==> src/rtl/uart_pkg.sv <==
// Shared UART definitions: frame defaults, line idle level and the receiver
// state encoding used by both the receiver and the transmitter.
package uart_pkg;

    // 100 MHz system clock at 115200 baud
    localparam int DEFAULT_CLKS_PER_BIT = 868;
    localparam int DEFAULT_DATA_BITS    = 8;

    // Serial line rests high between frames
    localparam logic LINE_IDLE = 1'b1;

    typedef enum logic [2:0] {
        IDLE,
        START,
        DATA,
        STOP,
        WAIT_IDLE
    } uart_state_e;

    // A frame is in flight from the start-bit check up to the stop sample
    function automatic logic state_is_busy(input uart_state_e s);
        return (s == START) || (s == DATA) || (s == STOP);
    endfunction

endpackage

==> src/rtl/uart_sync.sv <==
// Two-flop synchronizer for a single asynchronous input. The reset value is a
// parameter so an idle-high line does not look like activity out of reset.
module uart_sync
    import uart_pkg::*;
#(
    parameter logic RESET_VALUE = LINE_IDLE
) (
    input  logic clk,
    input  logic rst_n,
    input  logic d,
    output logic q
);

    logic meta;

    // Two back-to-back flops; only q is safe to use in clk-domain logic
    always_ff @(posedge clk or negedge rst_n) begin
        if (!rst_n) begin
            meta <= RESET_VALUE;
            q    <= RESET_VALUE;
        end else begin
            meta <= d;
            q    <= meta;
        end
    end

endmodule

==> src/rtl/uart_rx.sv <==
// 8N1 UART receiver. The start bit is re-checked at mid-bit, data bits are
// sampled at their centres LSB-first, the stop bit is checked, and the byte is
// offered on a valid/ready interface. Framing errors and overruns are reported
// as one-cycle pulses. CLKS_PER_BIT must be even and >= 4; DATA_BITS >= 2.
module uart_rx
    import uart_pkg::*;
#(
    parameter int CLKS_PER_BIT = DEFAULT_CLKS_PER_BIT,
    parameter int DATA_BITS    = DEFAULT_DATA_BITS
) (
    input  logic                 clk,
    input  logic                 rst_n,
    input  logic                 rxd,
    output logic [DATA_BITS-1:0] rx_data,
    output logic                 rx_valid,
    input  logic                 rx_ready,
    output logic                 rx_busy,
    output logic                 frame_err,
    output logic                 overrun
);

    localparam int HALF  = CLKS_PER_BIT / 2;
    localparam int CNT_W = $clog2(CLKS_PER_BIT);
    localparam int IDX_W = (DATA_BITS > 2) ? $clog2(DATA_BITS) : 1;

    // Counter values on which a sample is taken (counter restarts at 0)
    localparam logic [CNT_W-1:0] HALF_LAST = CNT_W'(HALF - 1);
    localparam logic [CNT_W-1:0] BIT_LAST  = CNT_W'(CLKS_PER_BIT - 1);
    localparam logic [IDX_W-1:0] IDX_LAST  = IDX_W'(DATA_BITS - 1);

    logic                 rx_s;
    uart_state_e          state;
    uart_state_e          state_next;
    logic [CNT_W-1:0]     cnt;
    logic [CNT_W-1:0]     cnt_next;
    logic [IDX_W-1:0]     bit_idx;
    logic [IDX_W-1:0]     idx_next;
    logic [DATA_BITS-1:0] shift_reg;
    logic [DATA_BITS-1:0] shift_next;
    logic                 deliver;
    logic                 stop_bad;

    uart_sync #(
        .RESET_VALUE(LINE_IDLE)
    ) u_sync (
        .clk  (clk),
        .rst_n(rst_n),
        .d    (rxd),
        .q    (rx_s)
    );

    // State register
    always_ff @(posedge clk or negedge rst_n) begin
        if (!rst_n) begin
            state <= IDLE;
        end else begin
            state <= state_next;
        end
    end

    // Next-state, bit timing and sampling decisions from the synchronized line
    always_comb begin
        state_next = state;
        cnt_next   = cnt;
        idx_next   = bit_idx;
        shift_next = shift_reg;
        deliver    = 1'b0;
        stop_bad   = 1'b0;
        unique case (state)
            IDLE: begin
                cnt_next = '0;
                if (rx_s == 1'b0) begin
                    state_next = START;
                end
            end
            START: begin
                if (cnt == HALF_LAST) begin
                    cnt_next = '0;
                    if (rx_s == 1'b0) begin
                        state_next = DATA;
                        idx_next   = '0;
                    end else begin
                        // Too short to be a start bit: treat as a glitch
                        state_next = IDLE;
                    end
                end else begin
                    cnt_next = cnt + 1'b1;
                end
            end
            DATA: begin
                if (cnt == BIT_LAST) begin
                    cnt_next   = '0;
                    shift_next = {rx_s, shift_reg[DATA_BITS-1:1]};
                    if (bit_idx == IDX_LAST) begin
                        state_next = STOP;
                    end else begin
                        idx_next = bit_idx + 1'b1;
                    end
                end else begin
                    cnt_next = cnt + 1'b1;
                end
            end
            STOP: begin
                if (cnt == BIT_LAST) begin
                    cnt_next = '0;
                    if (rx_s == 1'b1) begin
                        // Leave at mid-stop so a following start edge is caught
                        deliver    = 1'b1;
                        state_next = IDLE;
                    end else begin
                        stop_bad   = 1'b1;
                        state_next = WAIT_IDLE;
                    end
                end else begin
                    cnt_next = cnt + 1'b1;
                end
            end
            WAIT_IDLE: begin
                cnt_next = '0;
                // A held-low line must return high before a new frame can start
                if (rx_s == 1'b1) begin
                    state_next = IDLE;
                end
            end
            default: begin
                state_next = IDLE;
                cnt_next   = '0;
            end
        endcase
    end

    // Bit counter, bit index and data shift register
    always_ff @(posedge clk or negedge rst_n) begin
        if (!rst_n) begin
            cnt       <= '0;
            bit_idx   <= '0;
            shift_reg <= '0;
        end else begin
            cnt       <= cnt_next;
            bit_idx   <= idx_next;
            shift_reg <= shift_next;
        end
    end

    // Output handshake: hold the byte until consumed, drop newcomers on overrun
    always_ff @(posedge clk or negedge rst_n) begin
        if (!rst_n) begin
            rx_data   <= '0;
            rx_valid  <= 1'b0;
            frame_err <= 1'b0;
            overrun   <= 1'b0;
        end else begin
            frame_err <= stop_bad;
            overrun   <= 1'b0;
            if (deliver) begin
                if (!rx_valid || rx_ready) begin
                    rx_data  <= shift_reg;
                    rx_valid <= 1'b1;
                end else begin
                    overrun <= 1'b1;
                end
            end else if (rx_valid && rx_ready) begin
                rx_valid <= 1'b0;
            end
        end
    end

    assign rx_busy = state_is_busy(state);

endmodule
==> config.mk <==
export PLATFORM = sky130hd
export DESIGN_NAME = uart_rx
export DESIGN_NICKNAME = d
export VERILOG_FILES = /design/src/rtl/uart_pkg.sv /design/src/rtl/uart_sync.sv /design/src/rtl/uart_rx.sv
export SDC_FILE = /design/constraint.sdc
export NUM_CORES = 1
export LEC_CHECK = 0
export CAP_MARGIN = 20
export CORE_ASPECT_RATIO = 0.9
export CORE_MARGIN = 4
export CORE_UTILIZATION = 38
export CTS_CLUSTER_SIZE = 40
export DETAILED_ROUTE_END_ITERATION = 12
export HOLD_SLACK_MARGIN = 0.03
export PLACE_DENSITY_LB_ADDON = 0.25
export SYNTH_ARGS = -nofsm -noshare
export SYNTH_HDL_FRONTEND = slang
export SYNTH_SLANG_ARGS = --single-unit
export TNS_END_PERCENT = 1
==> constraint.sdc <==
create_clock -name clk -period 2.8 [get_ports clk]
set_input_delay 0.56 -clock clk [delete_from_list [all_inputs] [get_ports clk]]
set_output_delay 0.56 -clock clk [all_outputs]
set_load 0.01 [all_outputs]
=== Word-level counts from Yosys, hierarchy flattened ===
Cells that the tools add are included.

* Add/sub/neg operators: 2
* Equal/unequal tests: 16
* Mux-type cells: 28
* Reduce and logical (&&, ||, !) cells: 14

{| class="wikitable"
|+ Operators with widths
! kind !! count
|-
| 3-bit two-way mux || 11
|-
| 10-bit two-way mux || 2
|-
| 10-bit one-hot mux with 2 select lines || 1
|-
| 3-bit one-hot mux with 5 select lines || 1
|-
| 2-bit inequality test (second input constant) || 7
|-
| 1-bit two-way mux || 11
|-
| 10-bit by 1-bit adder with 10-bit output (second input constant) || 1
|-
| 10-bit == test (second input constant) || 1
|-
| 10-bit by 9-bit == test with 1-bit output (second input constant) || 1
|-
| 3-bit by 2-bit == test with 1-bit output (second input constant) || 2
|-
| 3-bit == test (second input constant) || 2
|-
| 3-bit one-hot mux with 2 select lines || 1
|-
| 2-bit AND reduction || 3
|-
| 6-bit AND reduction || 1
|-
| 5-bit AND reduction || 1
|-
| 2-bit by 1-bit inequality test with 1-bit output (second input constant) || 2
|-
| 2-bit nonzero test || 2
|-
| 3-bit by 1-bit adder with 3-bit output (second input constant) || 1
|-
| 3-bit by 1-bit == test with 1-bit output (second input constant) || 1
|-
| 3-bit zero test || 1
|-
| 1-bit logical OR || 3
|-
| 2-bit two-way mux || 1
|-
| 2-bit OR reduction || 1
|-
| 1-bit logical AND || 1
|-
| 1-bit zero test || 1
|}

* Register bits: 37
* Input bits: 4
* Output and inout port bits: 12
* Logic and storage cells: 70

=== Depth between registers and ports, before layout ===
Gate-level depths: netlist (run 1).

* Word-level depth: 5
* Mapped depth: 7
* Gate-level depth less buffers: 6

=== Modules after synthesis ===
Synthesis (run 1) repeated with hierarchy kept, for this count alone.

* Cells, all modules: 142
* Area, all modules: 1706.6 um2

{| class="wikitable"
|+ By module, submodules not included
! module !! times used !! cells each !! area an instance (um2)
|-
| uart_rx || 1 || 140 || 1654.1
|-
| uart_sync || 1 || 2 || 52.6
|}

=== Worst setup path before layout (run 1) ===
Ideal clock, no wire load.

* Path kind: reg-to-reg
* From: register bit_idx[0]
* To: register bit_idx[0]
* Setup time: 125 ps
* Arrival time: 1681 ps
* Slack: 995 ps
* Cell stages (with the launch flop): 7
* Period minus slack after synthesis: 1805 ps
* Cells stage by stage: dfrtp_1 > ha_1 > ha_1 > or4b_1 > o41ai_1 > nand3_1 > mux2_2

* Longest elaborated chain between the ends: 4
* Elaborated cells on any way between the ends: 7
* Those cells by class: add/sub (1); eq/ne (2); mux (3); reduce/logical (1)

{| class="wikitable"
|+ RTL lines
! what !! RTL line !! RTL
|-
| from (decl) || uart_rx.sv:36 || <nowiki>logic [IDX_W-1:0] bit_idx;</nowiki>
|-
| from (signal assigned) || uart_rx.sv:140 || <nowiki>bit_idx <= idx_next;</nowiki>
|-
| 3-bit by 1-bit adder with 3-bit output || uart_rx.sv:97 || <nowiki>idx_next = bit_idx + 1'b1;</nowiki>
|-
| 3-bit two-way mux || uart_rx.sv:94 || <nowiki>if (bit_idx == IDX_LAST) begin</nowiki>
|-
| 3-bit two-way mux || uart_rx.sv:91 || <nowiki>if (cnt == BIT_LAST) begin</nowiki>
|-
| 3-bit one-hot mux with 2 select lines || uart_rx.sv:69 || <nowiki>unique case (state)</nowiki>
|}

Several ways; a longest one is shown, not always the timed one. The select of a mux whose other input is x is not followed.
A chain may end at the register's enable or synchronous reset.

=== Final worst setup path (run 1) ===
* From: register state[1]
* To: output rx_busy

* Longest elaborated chain between the ends: 3
* Elaborated cells on any way between the ends: 5
* Those cells by class: eq/ne (3); reduce/logical (2)

{| class="wikitable"
|+ RTL lines
! what !! RTL line !! RTL
|-
| from (decl) || uart_rx.sv:32 || <nowiki>uart_state_e state;</nowiki>
|-
| from (signal assigned) || uart_rx.sv:57 || <nowiki>state <= state_next;</nowiki>
|-
| 3-bit by 1-bit == test with 1-bit output or 3-bit by 2-bit == test with 1-bit output (tied branches) || uart_pkg.sv:22 || <nowiki>return (s == START) || (s == DATA) || (s == STOP);</nowiki>
|-
| 1-bit logical OR || uart_pkg.sv:22 ||
|-
| 1-bit logical OR * || uart_pkg.sv:22 ||
|-
| to (decl) || uart_rx.sv:17 || <nowiki>output logic rx_busy,</nowiki>
|}

Every way passes the cells marked *; elsewhere a longest branch is shown, timed or not.

==> results of run 1 <==
## area by class of cell
cell class / count / area [um2] / share of cell area
clock inverter: 3 / 46.3 / 0.0231
inverter: 2 / 7.51 / 0.00374
tap: 60 / 75.1 / 0.0374
clock buffer: 5 / 68.8 / 0.0343
multi-input combinational: 95 / 716 / 0.357
timing repair buffer: 17 / 165 / 0.0823
sequential: 37 / 928 / 0.463
## worst max-delay path: cells and delay by family, from the launching register on
family,cells,cell delay (ps)
buf+inv,1,550
flops,1,550
simple gates,2,220
## report_power, final
group          switching (W)  leakage (nW)  internal (W)  total (W)
clock               0.000188        0.0543      0.000266   0.000454
combinational      0.0000109         0.360    0.00000546  0.0000164
sequential        0.00000152         0.495      0.000537   0.000538
## worst paths after layout
check                       startpoint    endpoint  slack [ps]
max in group asynchronous        rst_n    u_sync.q        1760
setup / recovery              state[1]     rx_busy         640
hold / removal             u_sync.meta    u_sync.q         360
hold reg to reg            u_sync.meta    u_sync.q         360
setup reg to reg            bit_idx[0]  bit_idx[0]         840
min in group asynchronous        rst_n      cnt[3]         690
## synth_stat cells, types with 4 or more instances
library cell / count
xnor2_1: 5
nand3_1: 4
dfrtp_1: 35
nor2_1: 17
mux2_2: 17
ha_1: 4
nand4_1: 4
nand2_1: 7
nand2b_1: 4
## kinds of logic after synthesis
family,after synthesis,share of synthesized area
xor gates and xnor gates,8,0.0414
and+or+nand+nor,55,0.181
adders and majority gates,4,0.0296
DFF,37,0.549
buffers and inverters,9,0.0281
muxes,17,0.113
AOI/OAI and AO/OA,11,0.0577
## per-layer routing
layer	wire length (um)	vias to the layer above
met5	0	-
met4	51	0
met3	100	8
met2	1280	19
met1	1390	549
li1	-	527
## through the flow
step | total power (W) | cell area (um2) | setup slack, ps | utilization | hold slack (ps)
finish | 0.00101 | 2010 | 643 | 0.480 | 360
global route | 0.00106 | 2010 | 521 | 0.480 | 368
CTS | 0.00103 | 2010 | 619 | 0.480 | 362
detailed placement | 0.000566 | 1890 | 836 | 0.452 | 349
global placement | 0.000566 | 1890 | 869 | 0.452 | 346
floorplan | 0.000550 | 1690 | 995 | - | 264
==> results.md, run 1 <==
* Outcome: completed
* ANT cells at 0
* Mapped Cells at 141
* Initial Utilization at 0.404
* Vias per cell at 5.04
* Area growth from synthesis to layout at 18.6%
* Die height at 71.3 um
* Ys async rst share at 1.00
* CP startpoint kind: register
* Pre-antenna DRT Iters at 4
* WL final at 2820 um
* Finished Layout Cells at 219
* Main synth FF type: dfrtp_1
* RSZ-0062 raised after global routing: no
* # nets final at 166
* Worst r2r path cells at 6
* Per-instance average area after synthesis at 12.0 um2
* Tot GR Track Use at 0.118
* Core area at 0.00418 mm2
* Worst Skew at 9.32 ps
* Vias in the first global route at 1,137
* First-pass GRT wire length at 5160 um
* Clock sink count at 37
* Commonest cells after routing, fill and taps aside: dfrtp_1, nor2_1, mux2_2
* GR Layer Usage met2 at 0.178
* Routed vias at 1,103
* Synth top area share at 0.518
* Clock Path Buffers at 2
* CTS tree: done
* Critical path cell sequence: nor2_1 > nor2_1 > clkdlybuf4s50_1
* Netlist Area Pre-Place at 0.00169 mm2
* Most common cell after layout, fill and taps aside: dfrtp_1
* Met1 Resource Use GR at 0.158
* Fillcell total at 420
* Port bufs at 15
* Worst VDD drop at 328 uV
* Slew HR at 0.679
* Gr ovfl total at 0
* Critical path class: register to output port
* Cell accounting for the most synthesized area: dfrtp_1
* # resized after CTS at 0
* CP most frequent cell: nor2_1
* Routed WL per cell at 12.9 um
* Final worst path period need at 2160 ps
* Worst Tran Pin Value at 479 ps
* Seq/Total Area, Yosys at 0.549
* Max FFs per register at 10
* Worst hold path type: register to register
* Starting DRT DRC Count at 73
* Critical Path Fanout Max at 12
* Largest net degree at the start of global routing at 38
* Number of synthesized flops with an enable pin at 0
* Routed Antenna Nets at 0
* Slowest CP cell: dfrtp_1
* H-Tree Depth at 2
* # IOs at 16
* Total negative slack at 0 ps
* DRC Markers at 0
* CTS buffer count at 5
* Final Cycle Share at 0.770
* Crit path capture type: output port
* GRT busiest layer: met2
* Max Cap Violations at 0
* Top post-synthesis cells by area: dfrtp_1, mux2_2, nor2_1
* Share of layout cells above drive strength 1 at 0.220
* Hold Crit Depth at 0
* Critical path arrival at 1600 ps
* CP max stage delay at 550 ps
* #FFs+latches synth at 37
* Yosys warnings at 0
* Crit path required time at 2240 ps
* Fmax at 0.464 GHz
* Setup bufs post-CTS at 0
* Final setup viols at 0
* Routability Congestion at 0.807
* PwrDens at 503 mW/mm2
* Root buf cell: clkbuf_8
* Fin. Hold Viols at 0
* Dpl hpwl at 2000 um
* Leak at 0.910 nW
* Die area at 0.00558 mm2
* Grt met3 use at 0.0339
* Syn Nets at 149
* Dpl cells at 211
* Hold-fix buffers, CTS at 0
* Clock slew at reported path FFs at 80 ps
* Clk_lat worst skew at 290 ps
* Die X at 78.3 um
* Initial antenna violation count at 0
* Row cnt at 22
* Post-synth cell types at 37
* Final Max Tran Viols at 0
No activity file was read; power rests on OpenSTA's default activity.
==> run 2, diff against run 1 <==
clock period = 2.2 ns   (was 2.8 ns; I/O delays follow)
==> results.md, run 2 (synthesis gave the netlist of run 1 again) <==
* Core area at 0.00418 mm2 (unchanged)
* Initial Utilization at 0.404 (unchanged)
* CP most frequent cell: nor2_1
* Routed Antenna Nets at 0 (unchanged)
* Share of layout cells above drive strength 1 at 0.219 (-0.00138)
* Area growth from synthesis to layout at 18.6% (unchanged)
* Gr ovfl total at 0 (unchanged)
* Worst path top cell family by delay: buffers and inverters
* Slew HR at 0.694 (+0.0151)
* Crit path capture type: output port
* H-Tree Depth at 2 (unchanged)
* Seq pwr share at 0.536 (+0.003)
* Row cnt at 22 (unchanged)
* Hold slack final at 363 ps (+3.55 ps)
* Vias in the first global route at 1,125 (-1.1%)
* Clock slew at reported path FFs at 70 ps (about the same)
* DRC Markers at 0 (unchanged)
* Critical Path Fanout Max at 12 (unchanged)
* Fillcell total at 395 (-6.0%)
* Clk_lat worst skew at 290 ps (about the same)
* Worst Skew at 12.3 ps (+2.99 ps)
* Max FFs per register at 10 (unchanged)
* PwrDens at 637 mW/mm2 (+27%)
* Starting DRT DRC Count at 100 (+37%)
* Fin. Hold Viols at 0 (unchanged)
* Setup bufs post-CTS at 0 (unchanged)
* Die X at 78.3 um (unchanged)
* Hold-fix buffers, CTS at 0 (unchanged)
* Critical path class: register to output port
* Core Util, Final at 0.480 (unchanged)
* Final worst path period need at 2000 ps
* Clock sink count at 37 (unchanged)
* CTS buffer count at 5 (unchanged)
* Clock Path Buffers at 2 (unchanged)
* # nets final at 167 (+0.60%)
* Switch Pwr at 0.000252 W (+26%)
* Largest net degree at the start of global routing at 38 (unchanged)
* Sw Share at 0.197 (-0.00180)
* Setup WS pre-CTS at 240 ps (-596 ps)
* Leak at 0.916 nW (+0.69%)
* Comb pwr share at 0.016 (about the same)
* Dpl hpwl at 2060 um (+3.2%)
* CP max stage delay at 550 ps (about the same)
* ANT cells at 0 (unchanged)
* Routed vias at 1,109 (+0.54%)
* CTS tree: done
* Die area at 0.00558 mm2 (unchanged)
* Crit path required time at 1760 ps (-480 ps)
* RSZ-0062 raised after global routing: no
* Die height at 71.3 um (unchanged)
* Vias per cell at 5.04 (about the same)
* Final Cycle Share at 0.907
* # IOs at 16 (unchanged)
* CP startpoint kind: register
* # resized after CTS at 0 (unchanged)
* Pre-antenna DRT Iters at 4 (unchanged)
* Final Max Tran Viols at 0 (unchanged)
* Worst hold path type: register to register
* Most common cell after layout, fill and taps aside: dfrtp_1
* Port bufs at 15 (unchanged)
* Slowest CP cell: clkdlybuf4s50_1
* First-pass GRT wire length at 5220 um (+1.1%)
* Critical path arrival at 1560 ps (-40 ps)
* Initial antenna violation count at 0 (unchanged)
* Clk pwr share at 0.448 (-0.002)
* Worst VDD drop at 366 uV (+12%)
* Commonest cells after routing, fill and taps aside: dfrtp_1, nor2_1, mux2_2
* Int Power at 0.00103 W (+27%)
* Final setup viols at 0 (unchanged)
* Max Cap Violations at 0 (unchanged)
* Fmax at 0.501 GHz
* Root buf cell: clkbuf_8
* Total negative slack at 0 ps (unchanged)
* Critical path cell sequence: nor2_1 > nor2_1 > clkdlybuf4s50_1
* Buffer and inverter count on the worst path at 1 (unchanged)
* Final WS setup at 204 ps (-440 ps)
* Outcome: completed
* Worst Tran Pin Value at 460 ps (-19.9 ps)
* Routability Congestion at 0.856 (+6.0%)
* Tot GR Track Use at 0.120 (+0.00229)
* Routed WL per cell at 13.2 um (+2.6%)
* WL final at 2900 um (+3.0%)
[run 2: cell types whose count changed in the layout (fill, tap and decap cells not counted), sizes merged]
cell      delta
buf          +1
clkbuf       +1
clkinvlp     -1
[run 2: path summary, 6_finish.rpt]
path / cells past startpoint / slack (ps) / to / startpoint
min in group asynchronous: 2 / 570 / rx_data[3] / rst_n
hold / removal: 0 / 360 / u_sync.q / u_sync.meta
max in group asynchronous: 2 / 1290 / u_sync.meta / rst_n
hold reg to reg: 0 / 360 / u_sync.q / u_sync.meta
setup / recovery: 3 / 200 / rx_busy / state[1]
setup reg to reg: 6 / 250 / bit_idx[0] / bit_idx[0]
[run 2: routing by layer]
| metal | vias to the layer above | global-route usage | routed length, um |
|---|---|---|---|
| met1 | 549 | 0.159 | 1420 |
| met3 | 9 | 0.0402 | 130 |
| met4 | 0 | 0.0563 | 53 |
| met2 | 18 | 0.179 | 1300 |
| met5 | - | 0 | 0 |
| li1 | 533 | - | - |
[run 2: final cells by class]
cell class	count	area, um2	share of cell area
Sequential cell	37	928	0.463
Clock inverter	2	35.0	0.0175
Tap cell	60	75.1	0.0374
Clock buffer	6	72.6	0.0362
Inverter	2	7.51	0.00374
Timing Repair Buffer	18	173	0.0860
Multi-Input combinational cell	95	716	0.357
[run 2: power groups by stage]
stage,combinational [W],clock [W],sequential [W]
floorplan,0.00000170,0,0.000698
global placement,0.0000214,0,0.000698
detailed placement,0.0000222,0,0.000698
CTS,0.0000221,0.000586,0.000685
global route,0.0000248,0.000616,0.000686
finish,0.0000208,0.000572,0.000686
[run 2: through the flow]
stage,instances,total power (W),instance area (um2)
detailed placement,212,0.000721,1900
finish,220,0.00128,2010
global route,220,0.00133,2010
floorplan,141,0.000700,1690
global placement,212,0.000720,1900
CTS,220,0.00129,2010
[run 2: worst reg2reg max path: stages (launching register included)]
cell and delay [ps]:
dfrtp_1 380, ha_1 210, ha_1 190, or4b_1 460, o41ai_1 100, nand3_1 190, mux2_2 300
